`src/rtl/mem_bus_arbiter.sv`:
```
// Shares the data-RAM/IO bus between the CPU MEM stage and a DMA engine, with DMA starvation relief.
// Bus ownership is decided combinationally each cycle. DMA read data returns two cycles after dma_gnt.
module mem_bus_arbiter #(
  parameter int STARVE_LIMIT = 4
) (
  input  logic        clk,
  input  logic        reset,
  input  logic        cpu_req,
  input  logic        cpu_we,
  input  logic [31:0] cpu_addr,
  input  logic [31:0] cpu_wdata,
  output logic [31:0] cpu_rdata,
  output logic        cpu_stall,
  input  logic        dma_req,
  input  logic        dma_we,
  input  logic [31:0] dma_addr,
  input  logic [31:0] dma_wdata,
  output logic        dma_gnt,
  output logic        dma_err,
  output logic        dma_rvalid,
  output logic [31:0] dma_rdata,
  output logic [31:0] mem_addr,
  output logic [31:0] mem_wdata,
  output logic        mem_we,
  input  logic [31:0] mem_rdata
);

  typedef enum logic [1:0] {S_IDLE, S_CPU, S_DMA_RD, S_DMA_WR} state_t;
  typedef enum logic [1:0] {OWN_NONE, OWN_CPU, OWN_DMA} owner_t;

  localparam logic [3:0] LIMIT = 4'(STARVE_LIMIT);

  state_t      state;
  state_t      state_next;
  owner_t      owner;
  logic [3:0]  starve_cnt;
  logic [3:0]  starve_next;
  logic        dma_valid;

  // IO-space DMA accesses are rejected outright and never compete for the bus.
  assign dma_valid = dma_req && !dma_addr[7];
  assign dma_err   = dma_req && dma_addr[7];

  always_comb begin
    owner = OWN_NONE;
    if (dma_valid) begin
      if (!cpu_req || starve_cnt >= LIMIT) owner = OWN_DMA;
      else                                 owner = OWN_CPU;
    end else if (cpu_req) begin
      owner = OWN_CPU;
    end
  end

  // State register: remembers who owned the bus in the previous cycle.
  always_ff @(posedge clk) begin
    if (reset) state <= S_IDLE;
    else       state <= state_next;
  end

  always_comb begin
    state_next = S_IDLE;
    case (owner)
      OWN_CPU: state_next = S_CPU;
      OWN_DMA: state_next = dma_we ? S_DMA_WR : S_DMA_RD;
      default: state_next = S_IDLE;
    endcase
  end

  always_comb begin
    mem_addr  = 32'h0;
    mem_wdata = 32'h0;
    mem_we    = 1'b0;
    dma_gnt   = 1'b0;
    cpu_stall = 1'b0;
    case (owner)
      OWN_CPU: begin
        mem_addr  = cpu_addr;
        mem_wdata = cpu_wdata;
        mem_we    = cpu_we;
      end
      OWN_DMA: begin
        mem_addr  = dma_addr;
        mem_wdata = dma_wdata;
        mem_we    = dma_we;
        dma_gnt   = 1'b1;
        cpu_stall = cpu_req;
      end
      default: ;
    endcase
  end

  assign cpu_rdata = mem_rdata;

  // A forced grant resets the count, so the CPU always gets another full window before the next one.
  always_comb begin
    starve_next = starve_cnt;
    if (!dma_req || dma_err || dma_gnt)
      starve_next = 4'd0;
    else if (dma_valid && starve_cnt < LIMIT)
      starve_next = starve_cnt + 4'd1;
  end

  always_ff @(posedge clk) begin
    if (reset) starve_cnt <= 4'd0;
    else       starve_cnt <= starve_next;
  end

  // The RAM answers in the cycle after the address cycle; capture it for the DMA side here.
  always_ff @(posedge clk) begin
    if (reset) begin
      dma_rdata  <= 32'h0;
      dma_rvalid <= 1'b0;
    end else begin
      dma_rvalid <= (state == S_DMA_RD);
      if (state == S_DMA_RD) dma_rdata <= mem_rdata;
    end
  end

  a_one_dma_outcome: assert property (@(posedge clk) disable iff (reset) !(dma_gnt && dma_err));
  a_stall_only_on_dma: assert property (@(posedge clk) disable iff (reset) cpu_stall |-> (dma_gnt && cpu_req));

endmodule

```
`config.mk`:
```
export PLATFORM = sky130hd
export DESIGN_NAME = mem_bus_arbiter
export DESIGN_NICKNAME = d
export VERILOG_FILES = /design/src/rtl/mem_bus_arbiter.sv
export SDC_FILE = /design/constraint.sdc
export NUM_CORES = 1
export LEC_CHECK = 0
export ABC_CLOCK_PERIOD_IN_PS = 1590
export CAP_MARGIN = 15
export CORE_AREA = 2 2 116 118
export CTS_BUF_LIST = sky130_fd_sc_hd__clkbuf_2 sky130_fd_sc_hd__clkbuf_4 sky130_fd_sc_hd__clkbuf_8
export DETAILED_ROUTE_END_ITERATION = 8
export DIE_AREA = 0 0 118 120
export GPL_TIMING_DRIVEN = 1
export HOLD_SLACK_MARGIN = 0.02
export PLACE_DENSITY = 0.69
export REMOVE_ABC_BUFFERS = 1
export SETUP_SLACK_MARGIN = 0.1
export SYNTH_ARGS = -nofsm -noshare
export SYNTH_HDL_FRONTEND = slang
export SYNTH_SLANG_ARGS = --single-unit
```
`constraint.sdc`:
```
create_clock -name clk -period 1.59 [get_ports clk]
set_input_delay 0.2385 -clock clk [delete_from_list [all_inputs] [get_ports clk]]
set_output_delay 0.2385 -clock clk [all_outputs]
set_load 0.05 [all_outputs]
```
* Word-level counts from Yosys, hierarchy flattened
Index checks and enable logic that the tools add are counted.
Cells by class: order comparisons 2, $add $sub $neg 1, reduce and logical (&&, ||, !) cells 10, muxes and demuxes 10, equal/unequal tests 3
Operators with widths (count):
- one-hot mux 32 bit (2 select lines) | 2
- adder 4 x 1 -> 4 bit, second input constant | 1
- == test 2 bit, second input constant | 2
- >= comparator 4 x 3 -> 1 bit, second input constant | 1
- less-than comparator 4 x 3 -> 1 bit, second input constant | 1
- 2-to-1 mux 1 bit | 4
- 2-to-1 mux 2 bit | 2
- one-hot mux 2 bit (2 select lines) | 1
- logical AND 1 bit | 3
- zero test 1 bit | 3
- logical OR 1 bit | 3
- == test 2 x 1 -> 1 bit, second input constant | 1
- one-hot mux 1 bit (2 select lines) | 1
- OR reduction 2 bit | 1
Word-level totals: register bits 39, bits of input ports 166, word-level logic and storage cells 30

* Logic depth before layout (Yosys ltp)
depth in word-level cells 8, gate-level depth with buffers 5, depth with buffers taken out 3

* Worst setup path after synthesis
Ideal clock, no wire load.
kind flip-flop to output port, start reg starve_cnt[2], end out mem_wdata[23], slack -0.032 ns, arrival time 1.383 ns, cell stages (with the launch flop) 5, buffers on the path 1, data required time 1.351 ns, cell sequence dfxtp_1 > nor2_4 > a21oi_2 > buf_2 > a22o_1
On the way: longest elaborated chain between the ends 6
Ends and longest elaborated chain:
- start, declared | RTL line 36 | logic [3:0] starve_cnt;
- start signal, assigned | RTL line 105 | else starve_cnt <= starve_next;
- >= comparator 4 x 3 -> 1 bit * | RTL line 47 | if (!cpu_req || starve_cnt >= LIMIT) owner = OWN_DMA;
- logical OR 1 bit * | RTL line 47
- 2-to-1 mux 2 bit * | RTL line 47
- 2-to-1 mux 2 bit * | RTL line 46 | if (dma_valid) begin
- == test 2 bit / == test 2 x 1 -> 1 bit (equally long branches) | RTL line 75 | case (owner)
- one-hot mux 32 bit (2 select lines) * | RTL line 75
- end, declared | RTL line 23 | output logic [31:0] mem_wdata,
Mark *: on every way between the ends. The rest lies on a longest branch, timed or not.

* Worst setup path in the final report
start reg starve_cnt[3], end out mem_addr[8]
On the way: longest elaborated chain between the ends 6
Ends and longest elaborated chain:
- >= comparator 4 x 3 -> 1 bit * | RTL line 47
- logical OR 1 bit * | RTL line 47
- 2-to-1 mux 2 bit * | RTL line 47
- 2-to-1 mux 2 bit * | RTL line 46
- == test 2 bit / == test 2 x 1 -> 1 bit (equally long branches) | RTL line 75
- one-hot mux 32 bit (2 select lines) * | RTL line 75
- end, declared | RTL line 22 | output logic [31:0] mem_addr,
Marked as above.

==> results_dict.tcl <==
set metrics [dict create \
    timing.final.crit_share_pct 115.0 \
    tns_ns -13.50 \
    cellLeakagePower_nw 2.762 \
    drtIter0Drc 102 \
    final_antenna_net_count 0 \
    ys_types 20 \
    setup_viol 66 \
    grt_use_total_pct 16.09 \
    setup_slack_ns -0.2389 \
    hold_violations 0 \
    drc 0 \
    ios 299 \
    synth_seq_cells 39 \
    syn_to_final_growth_pct 187.5 \
    firstDrtPassIters 4 \
    cts_tree "done" \
    clk_pin_slew_ns 0.07 \
    arrival_ns 1.59 \
    final_layout_size_suffix_gt1_share_pct 35.06 \
    cts_sinks 39 \
    cap_violations 0 \
    start_util_pct 17.75 \
    gr-total-overflow 0 \
    die_h_um 120 \
    yosys-top-cells-count "66 x nand2_1, 64 x a22o_1, 39 x dfxtp_1, 37 x buf_4, 33 x a21oi_1" \
    cp-start-kind "flop" \
    dp_hpwl_um 10020 \
    status "complete, but fails checks" \
    cp-end-kind "output port" \
    die-area_um2 14160 \
    layout.nets 708 \
    synthesis.area_um2 2303 \
    htree_levels 2 \
    synth_area_leaders "dfxtp_1 34%, a22o_1 24%, buf_4 12%" \
    synth_top_cell_by_area "dfxtp_1" \
    fmax_ghz 0.5468 \
    grt_max_degree 47 \
    wire_per_inst_um 17.16 \
    ir_drop_uv 426.7 \
    min_path_type "flop to flop" \
    yosys_warnings 0 \
    synth-edff-count 0 \
    worst-path-max-fanout 10 \
    synthesis.instances 279 \
    die_width_um 118 \
    ctsLongestPathBuffers 2 \
    avgSynthCellArea_um2 8.256 \
    synth_most_common_cell "nand2_1" \
    seq_area_frac_synth_pct 33.89 \
    cts_inserted_buffers 5 \
    grt_pass1_vias 3142 \
    io_buffers 298 \
    rows 42 \
    clock_latency_ns 0.29 \
    power.density_nw_per_um2 668.3 \
    crit_required_ns 1.35 \
    coreArea_um2 12980 \
    vias_per_cell 4.322 \
    gp_congestion 0.8398 \
    async_reset_ff_share_pct 0 \
    vias 3103 \
    hold_slack_ns 0.4280 \
    period_minus_slack_ns 1.829 \
    maxSlewViolCount 0 \
    totalWireLength_um 12320 \
    diodes 0 \
    cts-root-buf "clkbuf_8" \
    crit_type "flop to output port" \
    synth_flop_cell "dfxtp_1" \
    rsz0062_at_grt "true" \
    antenna_found_initial 0 \
    grt_first_pass_wirelength_um 17710 \
    skew_ns 0.007248 \
    synth.top_cell.area_share_pct 33.89 \
    failed_checks "negative setup slack" \
]
[worst max-delay path, stage by stage (launching register included)]
cell     delay, ns
dfxtp_2       0.33
nor2_4        0.18
a21oi_4       0.09
buf_6         0.15
buf_12        0.14
a22o_4        0.26
buf_12        0.14
[cell families after synthesis]
kind of cell / share of synthesized area, %
AOI/OAI and AO/OA: 32.43
adders and majority gates: 0.5431
buffers and inverters: 17.92
DFF: 33.89
other: 0.1628
and+or+nand+nor: 15.05
[report_power, final]
group          internal (mW)  leakage (nW)  total, mW  switching [mW]
Clock                  0.644        0.0688      0.984           0.339
Combinational           1.26          2.38       2.43            1.17
Sequential              1.00         0.317       1.02          0.0140
Total                   2.90          2.76       4.43            1.52
[area by class of cell]
class                      instances  area [um^2]
clock inverter                     2        60.06
tap                              176        220.2
fill                            1166         6357
clock buffer                       6        76.32
sequential                        39        783.3
timing repair buffer             313         4125
multi-input combinational        182         1358
[layout by cell type, fill, tap and decap left out]
| cell | count |
|---|---|
| a21oi_1 | 33 |
| a21oi_4 | 1 |
| a22o_1 | 38 |
| a22o_4 | 26 |
| and2_1 | 3 |
| and2_4 | 1 |
| and4b_1 | 1 |
| buf_12 | 104 |
| buf_16 | 2 |
| buf_4 | 39 |
| buf_6 | 2 |
| bufinv_16 | 2 |
| clkbuf_16 | 1 |
| clkbuf_4 | 1 |
| clkbuf_8 | 5 |
| clkdlybuf4s50_1 | 162 |
| conb_1 | 1 |
| dfxtp_1 | 37 |
| dfxtp_2 | 2 |
| dlygate4sd2_1 | 3 |
| ha_1 | 1 |
| nand2_1 | 66 |
| nand2b_1 | 1 |
| nand2b_4 | 1 |
| nor2_1 | 2 |
| nor2_4 | 1 |
| nor2b_1 | 3 |
| nor2b_2 | 1 |
| o21a_4 | 1 |
| o21ai_0 | 1 |
[per-stage QoR]
step | cells | setup slack [ns] | power (mW) | utilization, % | instance area [um^2]
global route | 718 | -0.2980 | 4.578 | 51.02 | 6623
floorplan | 221 | -1.433 | 1.805 | - | 1891
finish | 718 | -0.2389 | 4.426 | 51.02 | 6623
detailed placement | 705 | -0.3576 | 3.342 | 47.18 | 6123
global placement | 705 | -0.3277 | 3.327 | 47.18 | 6123
CTS | 716 | -0.2795 | 4.411 | 49.59 | 6436
[worst paths after layout]
kind	slack, ns	start	endpoint	depth (start not counted)
min	0.43	starve_cnt[0]$_SDFFE_PP0P_	starve_cnt[0]$_SDFFE_PP0P_	1
min reg2reg	0.43	starve_cnt[0]$_SDFFE_PP0P_	starve_cnt[0]$_SDFFE_PP0P_	1
max	-0.24	starve_cnt[3]$_SDFFE_PP0P_	mem_addr[8]	6
max reg2reg	0.50	state[1]$_SDFF_PP0_	dma_rdata[8]$_SDFFE_PP0P_	4
[per-layer routing]
| metal | up-vias | wire length (um) | global-route usage [%] |
|---|---|---|---|
| li1 | 1477 | - | - |
| met1 | 1419 | 4180 | 16.22 |
| met2 | 195 | 6529 | 29.91 |
| met3 | 12 | 1409 | 6.939 |
| met4 | 0 | 201 | 4.895 |
| met5 | - | 0 | 0 |
[timing repair]
item                                   CTS  global route
pin swaps                                1            18
setup endpoints to repair               67            66
endpoints found under the hold margin    0             0
cloned                                   2             1
gates resized for setup                 24            19
buffers inserted                         1             1
hold buffers                             0             0
[flip-flops by register name, indices dropped and copies added (netlist names)]
register	count
state	2
dma_rvalid	1
starve_cnt	4
dma_rdata	32
(Power assumes the default switching activity.)
